File: config.mk
export PLATFORM = sky130hd
export DESIGN_NAME = uart_tx_arbiter
export DESIGN_NICKNAME = d
export VERILOG_FILES = /design/src/rtl/uart_arb_pkg.sv /design/src/rtl/uart_tx_arbiter_rr_pick.sv /design/src/rtl/uart_tx_arbiter.sv
export SDC_FILE = /design/constraint.sdc
export NUM_CORES = 1
export LEC_CHECK = 0
export ABC_AREA = 1
export BUFFER_PORTS_ARGS = -buffer_cell sky130_fd_sc_hd__buf_2
export CORE_MARGIN = 2
export CORE_UTILIZATION = 49
export CTS_CLUSTER_DIAMETER = 40
export DETAILED_ROUTE_END_ITERATION = 10
export PLACE_DENSITY = 0.77
export SYNTH_ARGS = -nofsm -noshare
export SYNTH_HDL_FRONTEND = slang
export SYNTH_SLANG_ARGS = --single-unit
File: constraint.sdc
create_clock -name i_clk -period 2.2 [get_ports i_clk]
set_input_delay 0.22 -clock i_clk [delete_from_list [all_inputs] [get_ports i_clk]]
set_output_delay 0.22 -clock i_clk [all_outputs]
set_load 0.05 [all_outputs]
File: src/rtl/uart_arb_pkg.sv
// Shared types and constants for the UART transmit arbiter.
// State encoding, ASCII constants and a counter-width helper.
package uart_arb_pkg;

  typedef enum logic [1:0] {
    IDLE   = 2'd0,
    PREFIX = 2'd1,
    GRANT  = 2'd2
  } state_e;

  localparam logic [7:0] ASCII_ZERO  = 8'h30;
  localparam logic [7:0] EOL_DEFAULT = 8'h0A;

  // Width of a counter that must be able to hold max_val itself.
  function automatic int cnt_w(input int max_val);
    return $clog2(max_val + 1);
  endfunction

endpackage

File: src/rtl/uart_tx_arbiter_rr_pick.sv
// Combinational round-robin picker: first request after the one-hot last
// pointer, searching upward with wrap; zero grant when nothing requests.
module rr_pick #(
  parameter int N = 4
) (
  input  logic [N-1:0] req_i,
  input  logic [N-1:0] last_i,
  output logic [N-1:0] gnt_o
);

  localparam int IW = (N > 1) ? $clog2(N) : 1;

  int            last_idx;
  int            cand;
  logic [IW-1:0] sel;
  logic          found;

  always_comb begin
    last_idx = 0;
    for (int i = 0; i < N; i++) begin
      if (last_i[i]) last_idx = i;
    end
    gnt_o = '0;
    found = 1'b0;
    cand  = 0;
    sel   = '0;
    for (int i = 1; i <= N; i++) begin
      cand = (last_idx + i) % N;
      sel  = IW'(cand);
      if (!found && req_i[sel]) begin
        gnt_o[sel] = 1'b1;
        found      = 1'b1;
      end
    end
  end

endmodule

File: src/rtl/uart_tx_arbiter.sv
// Packet-granular round-robin arbiter in front of a byte-serial UART emitter.
// Optional UART_ARB_PREFIX_EN emits ASCII '0'+owner before each granted packet.
module uart_tx_arbiter
  import uart_arb_pkg::*;
#(
  parameter int         NUM_REQ      = 4,
  parameter logic [7:0] EOL_CHAR     = EOL_DEFAULT,
  parameter int         MAX_BURST    = 64,
  parameter int         IDLE_TIMEOUT = 1024
) (
  input  logic                 i_clk,
  input  logic                 i_rst,
  input  logic [8*NUM_REQ-1:0] i_req_data,
  input  logic [NUM_REQ-1:0]   i_req_valid,
  output logic [NUM_REQ-1:0]   o_req_ready,
  output logic [7:0]           o_data,
  output logic                 o_valid,
  input  logic                 i_ready,
  output logic [NUM_REQ-1:0]   o_grant,
  output logic                 o_busy
);

  localparam int BW = cnt_w(MAX_BURST);
  localparam int TW = cnt_w(IDLE_TIMEOUT);
  localparam int IW = (NUM_REQ > 1) ? $clog2(NUM_REQ) : 1;

`ifdef UART_ARB_PREFIX_EN
  if (NUM_REQ > 10) begin : g_prefix_range
    $error("UART_ARB_PREFIX_EN needs NUM_REQ <= 10 for single-digit prefixes");
  end
`endif

  state_e             state_q, state_d;
  logic [NUM_REQ-1:0] grant_q, grant_d;
  logic [NUM_REQ-1:0] last_q, last_d;
  logic [BW-1:0]      burst_q, burst_d;
  logic [TW-1:0]      idle_q, idle_d;
  logic [NUM_REQ-1:0] pick;
  logic [7:0]         req_bytes [NUM_REQ];
  logic [IW-1:0]      own_idx;
  logic [7:0]         own_dat;
  logic               own_vld;
  logic               release_now;

  rr_pick #(.N(NUM_REQ)) u_pick (
    .req_i  (i_req_valid),
    .last_i (last_q),
    .gnt_o  (pick)
  );

  always_comb begin
    own_idx = '0;
    for (int k = 0; k < NUM_REQ; k++) begin
      req_bytes[k] = i_req_data[8*k +: 8];
      if (grant_q[k]) own_idx = IW'(k);
    end
    own_dat = req_bytes[own_idx];
    own_vld = |(i_req_valid & grant_q);
  end

  always_comb begin
    state_d     = state_q;
    grant_d     = grant_q;
    last_d      = last_q;
    burst_d     = burst_q;
    idle_d      = idle_q;
    release_now = 1'b0;
    o_valid     = 1'b0;
    o_data      = '0;
    o_req_ready = '0;
    case (state_q)
      IDLE: begin
        if (|i_req_valid) begin
          grant_d = pick;
`ifdef UART_ARB_PREFIX_EN
          state_d = PREFIX;
`else
          state_d = GRANT;
`endif
        end
      end
`ifdef UART_ARB_PREFIX_EN
      PREFIX: begin
        o_valid = 1'b1;
        o_data  = ASCII_ZERO + 8'(own_idx);
        if (i_ready) state_d = GRANT;
      end
`endif
      GRANT: begin
        o_valid     = own_vld;
        o_data      = own_dat;
        o_req_ready = grant_q & {NUM_REQ{i_ready}};
        // Stalled bytes neither count toward the burst nor toward idleness.
        if (own_vld) begin
          idle_d = '0;
          if (i_ready) begin
            burst_d = burst_q + BW'(1);
            if (own_dat == EOL_CHAR || burst_d == BW'(MAX_BURST)) release_now = 1'b1;
          end
        end else begin
          idle_d = idle_q + TW'(1);
          if (idle_d == TW'(IDLE_TIMEOUT)) release_now = 1'b1;
        end
        if (release_now) begin
          state_d = IDLE;
          last_d  = grant_q;
          grant_d = '0;
          burst_d = '0;
          idle_d  = '0;
        end
      end
      default: begin
        state_d = IDLE;
        grant_d = '0;
      end
    endcase
  end

  always_ff @(posedge i_clk) begin
    if (i_rst) begin
      state_q <= IDLE;
      grant_q <= '0;
      last_q  <= {1'b1, {(NUM_REQ-1){1'b0}}};
      burst_q <= '0;
      idle_q  <= '0;
    end else begin
      state_q <= state_d;
      grant_q <= grant_d;
      last_q  <= last_d;
      burst_q <= burst_d;
      idle_q  <= idle_d;
    end
  end

  assign o_grant = grant_q;
  assign o_busy  = (state_q != IDLE);

endmodule

==> summary.md <==
| Metric | Value |
|---|---|
| Status | finished, final reports clean |
| Die width | 73.0 µm |
| Hold path startpoint | i_rst |
| Largest vdd supply drop | 0.000410 V |
| DRC Markers | 0 |
| Clk root buf | clkbuf_8 |
| Fmax | 496 MHz |
| RSZ-0062 raised after global routing | yes |
| Post-route clock period utilization | 0.916 |
| Layout area overhead | 18.9% |
| DP HPWL | 4.49 mm |
| Drt wl/cell | 11.4 µm |
| CTS buffer count | 3 |
| Finished Cell Area | 2770 µm² |
| Synth Net Count | 436 |
| Worst Skew | 0.00281 ns |
| Initial antenna violation count | 0 |
| GP Congestion | 0.980 |
| Clk slew on worst S/H paths | 0.09 ns |
| Die height | 73.0 µm |
| Remaining Overflow, GRT | 0 |
| Number of buffers on the longest clock path | 2 |
| Crit path kind | reg2out |
| DR vias | 2496 |
| CTS tree | built |
| Largest net degree at the start of global routing | 22 |
| Drt first-iter violations | 118 |
| Worst R2R Start | last_q[2] |
| Hold Vio Cnt, Final | 0 |
| Initial Util | 0.500 |
| Fin crit period | 2.02 ns |
| Max_slew headroom | 0.616 |
| H-tree depth | 1 |
| Syn_area_per_cell | 6.03 µm² |
| Flop-to-flop setup slack | 0.21 ns |
| DP Area | 2680 µm² |
| Synthesized instance count | 387 |
| ANT cells | 0 |
| Share of post-route cells with drive strength above 1 | 0.279 |
| Crit path DAT | 1.80 ns |
| Core area | 4660 µm² |
| Layout Utilization | 0.595 |
| Worst Path Required | 1.98 ns |
| Critical Path End Type | output pin |
| TritonCTS Sinks | 26 |
| Max cap viols | 0 |
| Total power | 1.74 mW |
| Startpoint types | flip-flop |
| Endpoints failing setup | 0 |
| Nets@finish | 494 |
| Routed WL | 5.66 mm |
| Wire length of the first global-routing pass | 9.56 mm |
| Worst Setup SP | o_grant[3] |
| PortBufs | 56 |
| P_leak | 1.33 nW |
| Worst min-delay path class | in2reg |
| Worst slew pin tran | 0.573 ns |
| Critical path peak fanout | 13 |
| Layout fillers | 467 |
| PD cells | 628 nW/µm² |
| Seq/Total Area, Yosys | 0.223 |
| Yosys cell types | 36 |
| Post-DR vias/cell | 5.01 |
| Pre-antenna DRT Iters | 4 |
| Row count | 25 |
| Yosys warns | 0 |
| Tot GR Track Use | 0.222 |
| Count of pins over their slew limit | 0 |
| IO Pins | 57 |
| Mapped cell area | 2330 µm² |
| Die area | 5330 µm² |
| Vias in the first global route | 2309 |
| #FFs+latches synth | 26 |
| Worst-Skew Late Latency | 0.27 ns |
| Number of routed nets with antenna violations | 0 |
==> final timing paths <==
check | to | cells past startpoint
setup / recovery | o_valid | 6
hold / removal | burst_q[3] | 2
setup reg to reg | o_grant[2] | 12
hold reg to reg | idle_q[10] | 2
==> sequential cells by signal, indices dropped and copies added (netlist names) <==
register  flops
state_q       1
o_grant       4
last_q        3
burst_q       7
idle_q       11
==> timing repair <==
action	CTS	global route
resized for setup	0	14
setup endpoints to repair	0	21
setup buffers	0	1
hold buffers	0	0
==> area by class of cell <==
cell class | instances | area [µm²] | share of cell area
multi-input combinational | 303 | 1600 | 0.577
sequential | 26 | 532 | 0.192
timing repair buffer | 63 | 333 | 0.120
inverter | 48 | 186 | 0.0672
tap | 54 | 67.6 | 0.0244
clock buffer | 4 | 55.1 | 0.0198
==> cells in the final DEF (no fill, tap or decap), types with 3 or more instances in the layout <==
| master | count |
|---|---|
| nand2_2 | 14 |
| nor2_1 | 42 |
| clkbuf_8 | 4 |
| a21oi_1 | 19 |
| ha_1 | 9 |
| dfxtp_2 | 3 |
| a21oi_2 | 8 |
| dfxtp_1 | 21 |
| buf_4 | 7 |
| o21ai_0 | 11 |
| o22ai_1 | 4 |
| nor3_1 | 4 |
| nand4_1 | 6 |
| nor2_4 | 5 |
| nand2_1 | 120 |
| nand3b_1 | 7 |
| o21ai_1 | 8 |
| nor2_2 | 4 |
| or2_2 | 4 |
| inv_2 | 4 |
| buf_2 | 56 |
| nand3_1 | 21 |
| inv_1 | 40 |
==> critical path, stage by stage (launching register included) <==
cell	delay, ns
dfxtp_4	0.42
inv_2	0.13
o22ai_1	0.28
nor2_2	0.13
buf_4	0.19
nor2_2	0.09
buf_2	0.28
==> synth_stat cells <==
library cell / n / area [µm²]
nand3_4: 2 / 35.0
nand2_2: 14 / 87.6
or2_2: 4 / 25.0
buf_4: 2 / 15.0
xor2_1: 2 / 17.5
inv_6: 1 / 8.76
nor3_2: 1 / 10.0
nor2_2: 2 / 12.5
o21ai_0: 13 / 65.1
nand3_2: 1 / 10.0
nor3b_2: 1 / 12.5
o21ai_1: 6 / 30.0
o22ai_1: 4 / 25.0
o21ai_2: 1 / 8.76
o211ai_1: 1 / 7.51
nand4_1: 6 / 37.5
nand3_1: 21 / 105
ha_1: 10 / 125
and3_1: 1 / 6.26
a21oi_1: 19 / 95.1
o21bai_2: 1 / 11.3
inv_1: 40 / 150
inv_2: 4 / 15.0
buf_2: 2 / 10.0
nor2_4: 4 / 45.0
dfxtp_1: 26 / 521
a21oi_2: 9 / 78.8
clkinv_1: 2 / 7.51
clkinv_2: 1 / 5.00
nor3_1: 4 / 20.0
nor2_1: 45 / 169
or2_0: 2 / 12.5
nand2_4: 2 / 22.5
nand3b_1: 7 / 52.6
nand2_1: 120 / 450
clkbuf_1: 6 / 22.5
==> layer usage <==
layer | wire length [µm] | vias to the layer above | part of all wire | global-route usage
met5 | 0 | - | 0 | 0
met4 | 76 | 0 | 0.013 | 0.0638
met3 | 319 | 9 | 0.056 | 0.0304
met2 | 2750 | 73 | 0.49 | 0.404
met1 | 2520 | 1070 | 0.44 | 0.268
li1 | - | 1344 | - | -
==> power breakdown <==
group	internal [mW]	switching [mW]	total [mW]
Combinational	0.271	0.618	0.890
Sequential	0.504	0.0388	0.543
Clock	0.160	0.149	0.309
Total	0.936	0.806	1.74
==> per-stage QoR <==
step / TNS, ns / instances / worst slack [ns] / hold slack [ns]
after floorplan: -0.983 / 387 / -0.123 / 0.401
after global placement: 0 / 493 / 0.193 / 0.467
after detailed placement: 0 / 493 / 0.182 / 0.478
after CTS: 0 / 497 / 0.0399 / 0.388
after global routing: -0.00182 / 498 / -0.00182 / 0.401
final: 0 / 498 / 0.185 / 0.389
==> logic make-up after synthesis <==
kind of cell | after synthesis | synth area share
fa+ha+maj | 10 | 0.0536
simple gates | 237 | 0.477
buf+inv | 58 | 0.100
flops | 26 | 0.223
xor+xnor | 2 | 0.00751
compound gates | 54 | 0.138
No activity file was read; power rests on OpenSTA's default activity.
